==> src/rtl/master_if_pkg.sv <==
// Shared types and helpers for the buffered crossbar master interface.
package master_if_pkg;

  localparam logic CMD_READ  = 1'b0;
  localparam logic CMD_WRITE = 1'b1;

  typedef enum logic [1:0] {StIdle, StReq, StResp} state_e;

  // Queued entry is packed as {cmd, addr, wdata}.
  function automatic int unsigned entry_w(int unsigned addr_w, int unsigned data_w);
    return 1 + addr_w + data_w;
  endfunction

endpackage

==> src/rtl/master_req_fifo.sv <==
// Synchronous request FIFO: registered pointers/count, head entry visible combinationally.
module master_req_fifo #(
  parameter int unsigned Width = 8,
  parameter int unsigned Depth = 4
) (
  input  logic             clk,
  input  logic             rst,
  input  logic             push,
  input  logic             pop,
  input  logic [Width-1:0] wdata,
  output logic [Width-1:0] head,
  output logic             full,
  output logic             empty
);

  localparam int unsigned PtrW = $clog2(Depth);

  logic [PtrW-1:0]  wr_ptr_q, rd_ptr_q;
  logic [PtrW:0]    count_q;
  logic [Width-1:0] mem_q [Depth];

  always_ff @(posedge clk) begin
    if (rst) begin
      wr_ptr_q <= '0;
      rd_ptr_q <= '0;
      count_q  <= '0;
    end else begin
      if (push) wr_ptr_q <= wr_ptr_q + 1'b1;
      if (pop)  rd_ptr_q <= rd_ptr_q + 1'b1;
      if (push && !pop) begin
        count_q <= count_q + 1'b1;
      end else if (pop && !push) begin
        count_q <= count_q - 1'b1;
      end
    end
  end

  always_ff @(posedge clk) begin
    if (push) mem_q[wr_ptr_q] <= wdata;
  end

  assign head  = mem_q[rd_ptr_q];
  assign full  = (count_q == (PtrW + 1)'(Depth));
  assign empty = (count_q == '0);

endmodule

==> src/rtl/master_if_buffered.sv <==
// Buffered crossbar master interface: queues requests, issues them one at a time, returns
// in-order registered responses. Optional request timeout under MASTER_IF_TIMEOUT_EN.
module master_if_buffered
  import master_if_pkg::*;
#(
  parameter int unsigned ADDR_W  = 32,
  parameter int unsigned DATA_W  = 32,
  parameter int unsigned DEPTH   = 4,
  parameter int unsigned TIMEOUT = 255
) (
  input  logic              clk,
  input  logic              rst,
  input  logic              req_from_master,
  input  logic [ADDR_W-1:0] addr_from_master,
  input  logic [DATA_W-1:0] wdata_from_master,
  input  logic              cmd_from_master,
  output logic              ready_to_master,
  output logic              ack_to_master,
  output logic [DATA_W-1:0] rdata_to_master,
  output logic              err_to_master,
  output logic              req_to_crossbar,
  output logic [ADDR_W-1:0] addr_to_crossbar,
  output logic [DATA_W-1:0] wdata_to_crossbar,
  output logic              cmd_to_crossbar,
  input  logic              ack_from_crossbar,
  input  logic [DATA_W-1:0] rdata_from_crossbar,
  input  logic              connect_approved_from_crossbar
);

  localparam int unsigned EntryW = entry_w(ADDR_W, DATA_W);

  state_e            state_q, state_d;
  logic              push, pop, full, empty, granted, done, timed_out;
  logic [EntryW-1:0] head;
  logic              head_cmd;
  logic [ADDR_W-1:0] head_addr;
  logic [DATA_W-1:0] head_wdata;
  logic [DATA_W-1:0] rdata_q, rdata_d;
  logic              err_q, err_d;

  assign ready_to_master = ~full;
  assign push            = req_from_master & ~full;
  assign {head_cmd, head_addr, head_wdata} = head;

  master_req_fifo #(
    .Width (EntryW),
    .Depth (DEPTH)
  ) u_fifo (
    .clk   (clk),
    .rst   (rst),
    .push  (push),
    .pop   (pop),
    .wdata ({cmd_from_master, addr_from_master, wdata_from_master}),
    .head  (head),
    .full  (full),
    .empty (empty)
  );

  assign granted = (state_q == StReq) & connect_approved_from_crossbar;
  assign done    = granted & ack_from_crossbar;
  assign pop     = done | timed_out;

`ifdef MASTER_IF_TIMEOUT_EN
  logic [15:0] wait_q;

  // A real ack in the timeout cycle takes priority over the abort.
  assign timed_out = (state_q == StReq) & ~done & (wait_q == 16'(TIMEOUT - 1));

  always_ff @(posedge clk) begin
    if (rst || state_q != StReq || pop) begin
      wait_q <= '0;
    end else begin
      wait_q <= wait_q + 16'd1;
    end
  end
`else
  logic unused_timeout;
  assign unused_timeout = ^TIMEOUT;
  assign timed_out      = 1'b0;
`endif

  always_comb begin
    state_d = state_q;
    unique case (state_q)
      StIdle:  if (!empty) state_d = StReq;
      StReq:   if (pop) state_d = StResp;
      StResp:  state_d = empty ? StIdle : StReq;
      default: state_d = StIdle;
    endcase
  end

  always_comb begin
    rdata_d = '0;
    err_d   = timed_out;
    if (done && head_cmd == CMD_READ) rdata_d = rdata_from_crossbar;
  end

  always_ff @(posedge clk) begin
    if (rst) begin
      state_q <= StIdle;
      rdata_q <= '0;
      err_q   <= 1'b0;
    end else begin
      state_q <= state_d;
      rdata_q <= rdata_d;
      err_q   <= err_d;
    end
  end

  assign ack_to_master     = (state_q == StResp);
  assign rdata_to_master   = rdata_q;
  assign err_to_master     = err_q;
  assign req_to_crossbar   = (state_q == StReq);
  assign addr_to_crossbar  = granted ? head_addr : '0;
  assign wdata_to_crossbar = granted ? head_wdata : '0;
  assign cmd_to_crossbar   = granted ? head_cmd : CMD_READ;

endmodule

==> config.mk <==
export PLATFORM = sky130hd
export DESIGN_NAME = master_if_buffered
export DESIGN_NICKNAME = d
export VERILOG_FILES = /design/src/rtl/master_if_pkg.sv /design/src/rtl/master_req_fifo.sv /design/src/rtl/master_if_buffered.sv
export SDC_FILE = /design/constraint.sdc
export NUM_CORES = 1
export LEC_CHECK = 0
export BUFFER_PORTS_ARGS = -buffer_cell sky130_fd_sc_hd__buf_2
export CAP_MARGIN = 15
export CELL_PAD_IN_SITES_DETAIL_PLACEMENT = 1
export CELL_PAD_IN_SITES_GLOBAL_PLACEMENT = 1
export CORE_MARGIN = 2
export CORE_UTILIZATION = 25
export DETAILED_ROUTE_END_ITERATION = 12
export GPL_ROUTABILITY_DRIVEN = 0
export PLACE_DENSITY = 0.55
export REMOVE_ABC_BUFFERS = 1
export SLEW_MARGIN = 20
export SYNTH_ARGS = -nofsm -noshare
export SYNTH_HDL_FRONTEND = slang
export SYNTH_SLANG_ARGS = --single-unit
==> constraint.sdc <==
create_clock -name clk -period 3.21 [get_ports clk]
set_clock_uncertainty 0.2 [all_clocks]
set_input_delay 0 -clock clk [delete_from_list [all_inputs] [get_ports clk]]
set_output_delay 0 -clock clk [all_outputs]
set_load 0.03 [all_outputs]
Yosys cells after proc, flatten, opt, wreduce, memory -nomap -nowiden

Memories as Yosys holds them, arrays and structs flattened. A register that Yosys moved wholly into a read port is not among the register bits.
Cells that the tools add are included.

Bits in registers: 41
Bits in writable memories: 260
Output and inout port bits: 101
Memories kept: 1

Memories:

| name         | words | width | rd ports | clocked after Yosys merged registers in | write ports | line                  | source |
|---|---|---|---|---|---|---|---|
| u_fifo.mem_q | 4     | 65    | 1        | 1                                       | 1           | master_req_fifo.sv:20 | `logic [Width-1:0] mem_q [Depth];` |

Add/sub/neg operators: 4
Equality and inequality tests: 5
Muxes and demuxes: 13
Bitwise operators: 6
Reduce and logical (&&, ||, !) cells: 10

Operators by type and width:

| operator              | count |
|---|---|
| $mux W32              | 2 |
| $mux W2               | 4 |
| $mux W3               | 2 |
| $pmux W2 S3           | 1 |
| $add A2 B1 Y2 const B | 2 |
| $mux W1               | 4 |
| $add A3 B1 Y3 const B | 1 |
| $and A1 B1 Y1         | 3 |
| $eq A3 B3 Y1 const B  | 1 |
| $logic_and A1 B1 Y1   | 3 |
| $logic_not A3 Y1      | 1 |
| $not A1 Y1            | 3 |
| $sub A3 B1 Y3 const B | 1 |
| $eq A2 B1 Y1 const B  | 1 |
| $eq A2 B2 Y1 const B  | 1 |
| $logic_not A1 Y1      | 2 |
| $logic_not A2 Y1      | 1 |
| $ne A2 B1 Y1 const B  | 1 |
| $ne A2 B2 Y1 const B  | 1 |
| $reduce_and A2 Y1     | 1 |
| $reduce_bool A2 Y1    | 1 |
| $reduce_or A2 Y1      | 1 |

Longest topological paths before layout

Gate-level depths: netlist (run 1).

Word-level depth: 7
Mapped depth: 8
Depth with buffers taken out: 8

By module

From an unflattened synthesis (run 1), not the netlist that was laid out.

Cell total of the unflattened synthesis: 538
Area total of the unflattened synthesis: 11298.3 um2

Modules (own cells, without submodules):

| module             | instances | cells an instance | area each (um2) | seq. area each (um2) |
|---|---|---|---|---|
| master_req_fifo    | 1         | 383               | 9853.2          | 7987.7 |
| master_if_buffered | 1         | 155               | 1445.1          | 680.7 |

Worst setup path before layout (run 1)

Ideal clock, no wire load.

Kind: register to register
Start point: register u_fifo.count_q[0]
End point: memory u_fifo.mem_q[2][0] in the netlist's numbering (enable)
Setup time: 0.430 ns
Data arrival time: 2.406 ns
Data required time: 2.580 ns
Slack: 0.175 ns
Stages on the path, launching flop included: 4
Buffers on the path: 0
Cell sequence: dfxtp_1 > nor2_1 > a21boi_1 > and2_1

Cells in the longest elaborated chain, start to end: 5

Ends and longest elaborated chain:

| item                          | line                     | source |
|---|---|---|
| start, declared               | master_req_fifo.sv:19    | `logic [PtrW:0] count_q;` |
| start signal, assigned        | master_req_fifo.sv:31    | `count_q <= count_q + 1'b1;` |
| start signal, assigned        | master_req_fifo.sv:33    | `count_q <= count_q - 1'b1;` |
| $eq A3 B3 Y1                  | master_req_fifo.sv:43    | `assign full = (count_q == (PtrW + 1)'(Depth));` |
| $not A1 Y1                    | master_if_buffered.sv:42 | `assign push = req_from_master & ~full;` |
| $and A1 B1 Y1                 | master_if_buffered.sv:42 |  |
| named net push                | master_if_buffered.sv:33 | `logic push, pop, full, empty, granted, done, timed_out;` |
| $mux W1                       | master_req_fifo.sv:39    | `if (push) mem_q[wr_ptr_q] <= wdata;` |
| $mux W1 (not written as such) | master_req_fifo.sv:39    |  |
| end, declared                 | master_req_fifo.sv:20    |  |

The timed path passes the listed nets, and every way through them passes these cells.

==> flow_metrics.env, run 1 <==
export IMPL_outcome="completed"
export IMPL_grt_usage_pct=12.6
export IMPL_fp_coreArea_um2=44200
export IMPL_hold_end="u_fifo.mem_q[1][32]$_DFFE_PP_"
export IMPL_drt_drc_violations_left=0
export IMPL_first_pass_iters=4
export IMPL_worstSetupPathType="reg2reg"
export IMPL_dp_hpwl_um=15100
export IMPL_cts_hold_buf=192
export IMPL_clock_latency_ns=0.53
export IMPL_core_rowCount=77
export IMPL_synth_largest_area_cell="edfxtp_1"
export IMPL_endpoint_kind="flip-flop"
export IMPL_io_buffers=201
export IMPL_slowest_delay_ns=0.63
export IMPL_path_max_fanout=32
export IMPL_finalCritPeriodShare_pct=87.2
export IMPL_syn_avg_cell_area_um2=20.8
export IMPL_slew_headroom_pct=66.6
export IMPL_die_x_um=216
export IMPL_leakagePower_nw=5.89
export IMPL_crit_slowest_cell="mux4_2"
export IMPL_cp_start_kind="flip-flop"
export IMPL_synth_top_family_by_area="multiplexers"
export IMPL_syn_to_final_growth_pct=43.4
export IMPL_ys_ff_latch=303
export IMPL_required_ns=3.48
export IMPL_synth_seq_area_share_pct=77.4
export IMPL_ys_types=30
export IMPL_pin_count=203
export IMPL_via_count=6487
export IMPL_netlist_top_cells_area="edfxtp_1 (70%), mux4_2 (13%), dfxtp_1 (7.7%), nor2b_1 (3.7%), and2_1 (2.0%)"
export IMPL_synthMuxAreaShare_pct=13.4
export IMPL_postCtsResizedCells=0
export IMPL_tightest_slew_ns=0.501
export IMPL_final_hold_viol_count=0
export IMPL_fin_util_pct=36.3
export IMPL_cts_buffer_depth=3
export IMPL_cap_violations=0
export IMPL_final_cell_mix="edfxtp_1 (260), buf_2 (201), dlygate4sd3_1 (192), nor2b_1 (67), mux4_2 (65)"
export IMPL_final_setup_viol_count=0
export IMPL_hp_start="addr_from_master[0]"
export IMPL_cts_tree="yes"
export IMPL_nNetsFinal=1064
export IMPL_netlist_area_leader_share_pct=69.7
export IMPL_rsz0062_at_grt="no"
export IMPL_drt_iter0_drc=300
export IMPL_drive_gt1_share_pct=34.2
export IMPL_ir_worst_vdd_mv=0.319
export IMPL_worstRegToRegCells=5
export IMPL_clk_pin_slew_ns=0.06
export IMPL_cts_max_level=2
export IMPL_min_path_type="in2reg"
export IMPL_clock_sinks=303
export IMPL_min_path_cells=2
export IMPL_cts_setup_buffers=0
export IMPL_overflow=0
export IMPL_grt_pass1_wl_um=44400
export IMPL_netlist_area_um2=11200
export IMPL_fp_dieArea_um2=46500
export IMPL_fillers=4467
export IMPL_multiInputGateArea_um2=2410
export IMPL_synth_xor_area_share_pct=0.235
export IMPL_avgViaCountPerCell=4.11
export IMPL_fin_total_pwr_w=0.0106
export IMPL_numCtsBuffers=36
export IMPL_synth_compound_area_share_pct=0.324
export IMPL_synth_fa_ha_area_share_pct=0.737
export IMPL_rrSetupSlack_ns=0.41
export IMPL_p_per_area_nw_per_um2=660
export IMPL_yosysWarnings=0
export IMPL_cts_root_buf="clkbuf_16"
export IMPL_antenna_found_initial=3
export IMPL_wl_per_cell_um=18.3
export IMPL_grt_pass1_vias=7564
export IMPL_arrival_ns=3.07
export IMPL_clock_fmax_mhz=357
export IMPL_regArea_um2=8680
export IMPL_synth_simple_gate_area_share_pct=6.76
export IMPL_wl_um=28800
export IMPL_r2r_end="rdata_to_master[19]$_SDFF_PP0_"
export IMPL_postRouteAntennaNets=0
export IMPL_die_y_um=216
export IMPL_path_cells="mux4_2 -> nor4b_4 -> buf_4 -> and2_1 -> dlygate4sd3_1"
export IMPL_synthCells=538
export IMPL_start_util_pct=25.3
export IMPL_finalCriticalPeriod_ns=2.80
export IMPL_maxSlewViolCount=0
export IMPL_grt_max_degree=66
export IMPL_layout_commonest_cell="edfxtp_1"
area by class of cell:
type / count / share of cell area [%]
Antenna cell: 2 / 0.0312
Inverter: 4 / 0.0935
Multi-Input combinational cell: 205 / 15.0
Clock inverter: 24 / 0.920
Sequential cell: 303 / 54.0
Tap cell: 592 / 4.61
Timing Repair Buffer: 406 / 19.4
Clock buffer: 42 / 5.88
cells by family (layout without fill, tap and decap cells):
kind of cell	Yosys count	in the layout
AOI/OAI and AO/OA	6	6
xor gates and xnor gates	3	3
adders and majority gates	6	6
buffers and inverters	30	476
DFF	303	303
muxes	68	68
other	1	3
and+or+nand+nor	121	121
sequential cells by signal, indices dropped and copies added (netlist names), named ones only:
name / flops
u_fifo.mem_q: 260
u_fifo.wr_ptr_q: 2
rdata_to_master: 32
u_fifo.rd_ptr_q: 2
u_fifo.count_q: 3
state_q: 2
worst max-delay path: cells and delay by family, from the launching register on:
family | cells | cell delay, ns
muxes | 1 | 0.63
DFF | 1 | 0.56
and+or+nand+nor | 2 | 0.42
buffers and inverters | 2 | 0.92
layer usage:
metal	up-vias	share of wire (%)	GRT usage [%]
met4	2	2.5	4.90
met5	-	0.024	0
li1	2946	-	-
met2	197	49	21.4
met3	50	6.4	3.45
met1	3292	42	15.2
synth_stat cells:
cell type / n
and2_1: 36
o21ai_0: 2
mux2_2: 1
a221oi_1: 1
or3_1: 2
fa_1: 1
ha_1: 5
clkbuf_1: 9
a21boi_1: 1
mux2i_1: 2
dfxtp_1: 43
nand4b_1: 1
nor4b_4: 1
nand3b_1: 1
buf_1: 6
buf_2: 7
nand2b_1: 3
clkbuf_2: 3
nor3b_1: 1
nor2_1: 8
a21oi_1: 2
edfxtp_1: 260
nand2_1: 1
mux4_2: 65
buf_4: 1
conb_1: 1
xnor2_1: 1
nor2b_1: 67
inv_1: 4
xor2_1: 2
power breakdown:
group	switching (W)	internal, W
clock network	0.00161	0.00219
registers	0.000130	0.00474
logic	0.00110	0.000830
stage by stage:
stage,instance area (um^2),setup WS [ns],std cells,TNS [ns],hold WS (ns)
after floorplan,11100,-1.35,512,-89.74,-0.131
after global placement,13000,0.899,1318,0,-0.00161
final,16100,0.410,1578,0,0.0371
after CTS,16000,0.491,1576,0,0.000448
after detailed placement,13000,0.869,1318,0,0.00304
after global routing,16100,0.250,1578,0,0.0157
how the worst max path moves through the flow:
stage,start,endpoint,slack [ns],depth (start not counted)
after global placement,u_fifo.count_q[0]$_SDFFE_PP0P_,u_fifo.count_q[2]$_SDFFE_PP0P_,0.90,9
after global routing,flip-flop,rdata_to_master[19]$_SDFF_PP0_,0.25,5
after floorplan,flip-flop,rdata_to_master[0]$_SDFF_PP0_,-1.35,3
after CTS,flip-flop,rdata_to_master[2]$_SDFF_PP0_,0.49,5
final,flip-flop,rdata_to_master[19]$_SDFF_PP0_,0.41,5
after detailed placement,u_fifo.count_q[0]$_SDFFE_PP0P_,u_fifo.count_q[2]$_SDFFE_PP0P_,0.87,9
Note: power is estimated with default switching activity, not from simulation.
==> run 2, diff against run 1 <==
--- a/config.mk
+++ b/config.mk
@@ -5,6 +5,7 @@
 export SDC_FILE = /design/constraint.sdc
 export NUM_CORES = 1
 export LEC_CHECK = 0
+export ABC_AREA = 1
 export BUFFER_PORTS_ARGS = -buffer_cell sky130_fd_sc_hd__buf_2
 export CAP_MARGIN = 15
 export CELL_PAD_IN_SITES_DETAIL_PLACEMENT = 1
@@ -13,7 +14,7 @@
 export CORE_UTILIZATION = 25
 export DETAILED_ROUTE_END_ITERATION = 12
 export GPL_ROUTABILITY_DRIVEN = 0
-export PLACE_DENSITY = 0.55
+export PLACE_DENSITY = 0.58
 export REMOVE_ABC_BUFFERS = 1
 export SLEW_MARGIN = 20
 export SYNTH_ARGS = -nofsm -noshare
==> flow_metrics.env, run 2 <==
export IMPL_outcome="completed"
export IMPL_crit_slowest_cell="buf_4"
export IMPL_largest_register_ffs=260
export IMPL_synth_top_family_by_area="simple AND/OR/NAND/NOR gates"
export IMPL_clock_fmax_mhz=373
export IMPL_cts_hold_buf=129
export IMPL_overflow=0
export IMPL_clock_latency_ns=0.52
export IMPL_p_sw_w=0.00248
export IMPL_ys_flop_type="edfxtp_1"
export IMPL_synth_top_cells_by_count="nand2_1 (274), edfxtp_1 (260), nor2_1 (174)"
export IMPL_p_clk_share_pct=38.1
export IMPL_fin_total_pwr_w=0.00960
export IMPL_synthArstFlopShare_pct=0
export IMPL_clk_pin_slew_ns=0.06
export IMPL_rsz0062_at_grt="no"
export IMPL_drt_iter0_drc=320
export IMPL_largest_register="u_fifo.mem_q"
export IMPL_synth_edf_count=260
export IMPL_rrSetupSlack_ns=0.82
export IMPL_syn_to_final_growth_pct=34.9
export IMPL_intPower_w=0.00712
export IMPL_cap_violations=0
export IMPL_cts_setup_buffers=0
export IMPL_fp_coreArea_um2=46300
export IMPL_cts_max_level=2
export IMPL_p_comb_share_pct=13.6
export IMPL_p_per_area_nw_per_um2=611
export IMPL_hold_end="u_fifo.mem_q[2][57]$_DFFE_PP_"
export IMPL_wl_per_cell_um=16.3
export IMPL_first_pass_iters=4
export IMPL_drt_drc_violations_left=0
export IMPL_wl_um=32000
export IMPL_cp_start_kind="flip-flop"
export IMPL_r2r_start="state_q[1]$_SDFFE_PP0P_"
export IMPL_ys_types=21
export IMPL_synth_compound_area_share_pct=5.84
export IMPL_ir_worst_vdd_mv=0.322
export IMPL_finalSetupTns_ns=0
export IMPL_swShare_pct=25.8
export IMPL_arrival_ns=2.48
export IMPL_ys_ff_latch=303
export IMPL_final_hold_viol_count=0
export IMPL_synth_fa_ha_area_share_pct=0.709
export IMPL_synth_seq_area_share_pct=74.4
export IMPL_via_count=8326
export IMPL_core_rowCount=79
export IMPL_synthCells=1010
export IMPL_syn_avg_cell_area_um2=11.5
export IMPL_cts_root_buf="clkbuf_16"
export IMPL_r2r_end="u_fifo.rd_ptr_q[0]$_SDFFE_PP0P_"
export IMPL_netlist_area_leader_share_pct=67.0
export IMPL_cp_common_cell="nor2_1"
export IMPL_antenna_found_initial=2
export IMPL_fp_dieArea_um2=48300
export IMPL_required_ns=3.01
export IMPL_min_path_cells=2
export IMPL_netlist_area_um2=11600
export IMPL_netlist_top_cells_area="edfxtp_1 (67%), nand2_1 (8.8%), dfxtp_1 (7.4%), nor2_1 (5.6%), a21oi_1 (3.0%)"
export IMPL_grt_pass1_wl_um=49700
export IMPL_slew_headroom_pct=43.8
export IMPL_power_frac_seq_pct=48.3
export IMPL_final_cell_mix="nand2_1 (274), edfxtp_1 (260), buf_2 (201), nor2_1 (170), dlygate4sd3_1 (129)"
export IMPL_path_max_fanout=74
export IMPL_worstSetupPathType="reg2out"
export IMPL_path_cells="buf_4 -> nor2_1 -> nor2_1 -> o21ai_0 -> a21oi_1 -> buf_2"
export IMPL_drive_gt1_share_pct=19.9
export IMPL_synth_xor_area_share_pct=0.0752
export IMPL_pin_count=203
export IMPL_layout_commonest_cell="nand2_1"
export IMPL_min_path_type="in2reg"
export IMPL_cts_tree="yes"
export IMPL_clock_sinks=303
export IMPL_leakagePower_nw=6.45
export IMPL_io_buffers=201
export IMPL_die_y_um=220
export IMPL_finalCriticalPeriod_ns=2.68
export IMPL_dp_hpwl_um=18500
export IMPL_numCtsBuffers=36
export IMPL_avgViaCountPerCell=4.23
export IMPL_tightest_slew_ns=0.842
export IMPL_die_x_um=220
export IMPL_start_util_pct=25.2
export IMPL_grt_max_degree=75
export IMPL_grt_pass1_vias=9013
export IMPL_nNetsFinal=1448
export IMPL_worstRegToRegCells=7
export IMPL_grt_usage_pct=13.4
export IMPL_synthMuxAreaShare_pct=0
export IMPL_postRouteAntennaNets=0
export IMPL_endpoint_kind="output port"
export IMPL_synth_simple_gate_area_share_pct=15.0
export IMPL_final_setup_viol_count=0
export IMPL_maxSlewViolCount=0
export IMPL_slowest_delay_ns=0.61
export IMPL_postCtsResizedCells=0
export IMPL_cts_buffer_depth=3
export IMPL_yosysMostFrequentCell="nand2_1"
export IMPL_yosysWarnings=0
export IMPL_synth_largest_area_cell="edfxtp_1"
export IMPL_finalCritPeriodShare_pct=83.5
export IMPL_hp_start="addr_from_master[25]"
run 2: cell types whose count changed after synthesis, sizes merged, moves of 64 or more:
cell and delta:
a21oi +68, mux4 -65, nand2 +274, nor2 +167, nor2b -67, o21ai +64
run 2: area by class of cell:
cell class	instances	area [um^2]
clock inverters	11	53.8
inverters	51	196
well taps	607	759
multi-input cells	603	2560
clock buffers	47	983
flip-flops and latches	303	8670
diodes	1	2.50
fillers	5126	30500
repair buffers	345	2480
run 2: worst max-delay path, delay by kind of cell (launching register included):
family,cells,cell delay [ns]
compound gates,2,0.37
simple gates,2,0.22
buf+inv,2,0.87
flops,1,0.38
run 2: stage by stage:
stage	util [%]	instances	instance area, um^2	worst slack [ns]	hold slack [ns]
global route	34.0	1968	15700	0.241	0.0194
CTS	34.0	1967	15700	0.441	0.000220
detailed placement	28.9	1780	13400	0.829	0.0208
floorplan	-	957	11400	-1.70	-0.131
global placement	28.9	1780	13400	0.897	0.0131
finish	34.0	1968	15700	0.530	0.0376
run 2: worst max-delay path by stage:
stage                                         startpoint                              to  cells after the start
after floorplan                                flip-flop   rdata_to_master[0]$_SDFF_PP0_                      6
final                                          flip-flop             addr_to_crossbar[5]                      6
after global placement    u_fifo.count_q[1]$_SDFFE_PP0P_  u_fifo.count_q[2]$_SDFFE_PP0P_                     13
after detailed placement  u_fifo.count_q[0]$_SDFFE_PP0P_  u_fifo.count_q[2]$_SDFFE_PP0P_                     13
after CTS                                      flip-flop           wdata_to_crossbar[17]                      6
after global routing                           flip-flop             addr_to_crossbar[5]                      6
run 2: power groups by stage:
stage	logic, W	registers (W)	clock network (W)
6_report	0.00130	0.00463	0.00366
5_1_grt	0.00146	0.00466	0.00392
4_1_cts	0.00134	0.00464	0.00379
3_5_place_dp	0.00120	0.00472	0
3_3_place_gp	0.00118	0.00471	0
2_1_floorplan	0.000658	0.00476	0
run 2: per-layer routing:
metal / part of all wire, % / global-route usage (%) / routed length, um / vias up
met1: 44 / 16.4 / 14000 / 4050
li1: - / - / - / 4027
met2: 48 / 22.5 / 15300 / 198
met4: 2.1 / 3.65 / 675 / 2
met3: 6.5 / 4.33 / 2070 / 49
met5: 0.022 / 0 / 7 / -
run 2: cells by family (layout without fill, tap and decap cells):
family	count (synthesis)	in the layout
AOI/OAI and AO/OA	136	136
xor gates and xnor gates	1	1
adders and majority gates	6	6
buffers and inverters	104	454
DFF	303	303
other	1	2
and+or+nand+nor	459	459
==> run 3, diff against run 2 <==
--- a/config.mk
+++ b/config.mk
@@ -14,7 +14,7 @@
 export CORE_UTILIZATION = 25
 export DETAILED_ROUTE_END_ITERATION = 12
 export GPL_ROUTABILITY_DRIVEN = 0
-export PLACE_DENSITY = 0.58
+export PLACE_DENSITY = 0.56
 export REMOVE_ABC_BUFFERS = 1
 export SLEW_MARGIN = 20
 export SYNTH_ARGS = -nofsm -noshare
==> constraint.sdc (replaced) <==
create_clock -name clk -period 2.56 [get_ports clk]
set_clock_uncertainty 0.2 [all_clocks]
set_input_delay 0 -clock clk [delete_from_list [all_inputs] [get_ports clk]]
set_output_delay 0 -clock clk [all_outputs]
set_load 0.03 [all_outputs]
==> flow_metrics.env, run 3 (synthesis gave the netlist of run 2 again) <==
export IMPL_outcome="completed"
export IMPL_finalCriticalPeriod_ns=2.43
export IMPL_via_count=8413
export IMPL_grt_pass1_vias=8934
export IMPL_die_y_um=220
export IMPL_cts_root_buf="clkbuf_16"
export IMPL_finalCritPeriodShare_pct=95.0
export IMPL_core_rowCount=79
export IMPL_antenna_found_initial=3
export IMPL_avgViaCountPerCell=4.22
export IMPL_grt_max_degree=63
export IMPL_postRouteAntennaNets=0
export IMPL_layout_commonest_cell="nand2_1"
export IMPL_drt_drc_violations_left=0
export IMPL_slew_headroom_pct=57.6
export IMPL_clock_fmax_mhz=411
export IMPL_fp_coreArea_um2=46300
export IMPL_fillers=5124
export IMPL_clock_latency_ns=0.53
export IMPL_first_pass_iters=4
export IMPL_worstRegToRegCells=7
export IMPL_endpoint_kind="output port"
export IMPL_io_buffers=201
export IMPL_numCtsBuffers=36
export IMPL_drive_gt1_share_pct=20.5
export IMPL_cts_max_level=2
export IMPL_cp_start_kind="flip-flop"
export IMPL_fin_total_pwr_w=0.0124
export IMPL_drt_iter0_drc=313
export IMPL_syn_to_final_growth_pct=38.0
export IMPL_cts_buffer_depth=3
export IMPL_fp_dieArea_um2=48300
export IMPL_required_ns=2.36
export IMPL_min_path_cells=2
export IMPL_multiInputGateArea_um2=2570
export IMPL_final_setup_viol_count=0
export IMPL_die_x_um=220
export IMPL_clock_sinks=303
export IMPL_overflow=0
export IMPL_final_cell_mix="nand2_1 (274), edfxtp_1 (260), buf_2 (200), nor2_1 (170), dlygate4sd3_1 (141)"
export IMPL_largest_register="u_fifo.mem_q"
export IMPL_final_hold_viol_count=0
export IMPL_wl_per_cell_um=16.3
export IMPL_min_path_type="in2reg"
export IMPL_cap_violations=0
export IMPL_tightest_slew_ns=0.634
export IMPL_start_util_pct=25.2
export IMPL_ir_worst_vdd_mv=0.418
export IMPL_arrival_ns=2.23
export IMPL_maxSlewViolCount=0
export IMPL_dp_hpwl_um=18600
export IMPL_p_per_area_nw_per_um2=774
export IMPL_whs_ns=0.0237
export IMPL_largest_register_ffs=260
export IMPL_cts_tree="yes"
export IMPL_worstSetupPathType="reg2out"
export IMPL_grt_pass1_wl_um=49900
export IMPL_path_max_fanout=31
export IMPL_wl_um=32400
export IMPL_leakagePower_nw=6.60
export IMPL_pin_count=203
export IMPL_grt_usage_pct=13.5
export IMPL_nNetsFinal=1467
export IMPL_clk_pin_slew_ns=0.06
export IMPL_regArea_um2=8670
## run 3: cell count changes in the layout (fill, tap and decap cells not counted), sizes merged
cell and delta:
inv +1, clkbuf +10, diode +1, buf +6
clkinv -7, dlygate4sd3 +12, bufinv +1
## run 3: area by class of cell
type	count	area share [%]
antenna	2	0.0311
clock buffer	56	6.73
clock inverter	6	0.397
inverter	51	1.24
multi-input combinational	603	16.0
sequential	303	54.0
tap	607	4.73
timing repair buffer	364	16.9
## run 3: metrics by stage
stage | utilization, % | area, um^2 | setup WS, ns | std cells | setup TNS [ns]
2_1_floorplan | - | 11400 | -2.35 | 957 | -669.96
3_3_place_gp | 29.2 | 13500 | 0.494 | 1787 | 0
3_5_place_dp | 29.2 | 13500 | 0.459 | 1787 | 0
4_1_cts | 34.7 | 16000 | 0.00964 | 1990 | 0
5_1_grt | 34.7 | 16100 | -0.00162 | 1992 | -0.00162
6_report | 34.7 | 16100 | 0.127 | 1992 | 0
## run 3: what timing repair did
action	CTS	global route
hold buffers	141	1
hold endpoints to repair	303	5
gates resized for setup	0	5
setup endpoints to repair	0	6
buffers inserted	0	0
## run 3: path summary, 6_finish.rpt
check	start	end	slack, ns
worst max-delay path	state_q[1]$_SDFFE_PP0P_	wdata_to_crossbar[0]	0.13
worst min-delay path	wdata_from_master[28]	u_fifo.mem_q[0][28]$_DFFE_PP_	0.02
worst max register to register	state_q[1]$_SDFFE_PP0P_	u_fifo.rd_ptr_q[0]$_SDFFE_PP0P_	0.25
worst min register to register	u_fifo.rd_ptr_q[1]$_SDFFE_PP0P_	u_fifo.rd_ptr_q[1]$_SDFFE_PP0P_	0.31
## run 3: worst max-delay path: stages, from the launching register on
cell     delay (ns)
dfxtp_1        0.32
inv_1          0.13
nand3_4        0.35
buf_12         0.33
a21oi_1        0.28
buf_2          0.26
## run 3: where the power goes
part           switching, W  total, W  leakage, nW  internal, W
logic               0.00112   0.00167         3.32     0.000555
registers         0.0000900   0.00582         2.73      0.00572
clock network       0.00195   0.00495        0.558      0.00300
## run 3: layer usage
| metal | GRT usage (%) | part of all wire [%] | vias to the layer above | routed length [um] |
|---|---|---|---|---|
| met5 | 0 | 0.046 | - | 15 |
| met4 | 3.71 | 2.0 | 2 | 648 |
| met3 | 4.43 | 6.3 | 48 | 2040 |
| met2 | 23.3 | 49 | 193 | 15800 |
| met1 | 16.1 | 43 | 4094 | 13900 |
| li1 | - | - | 4076 | - |
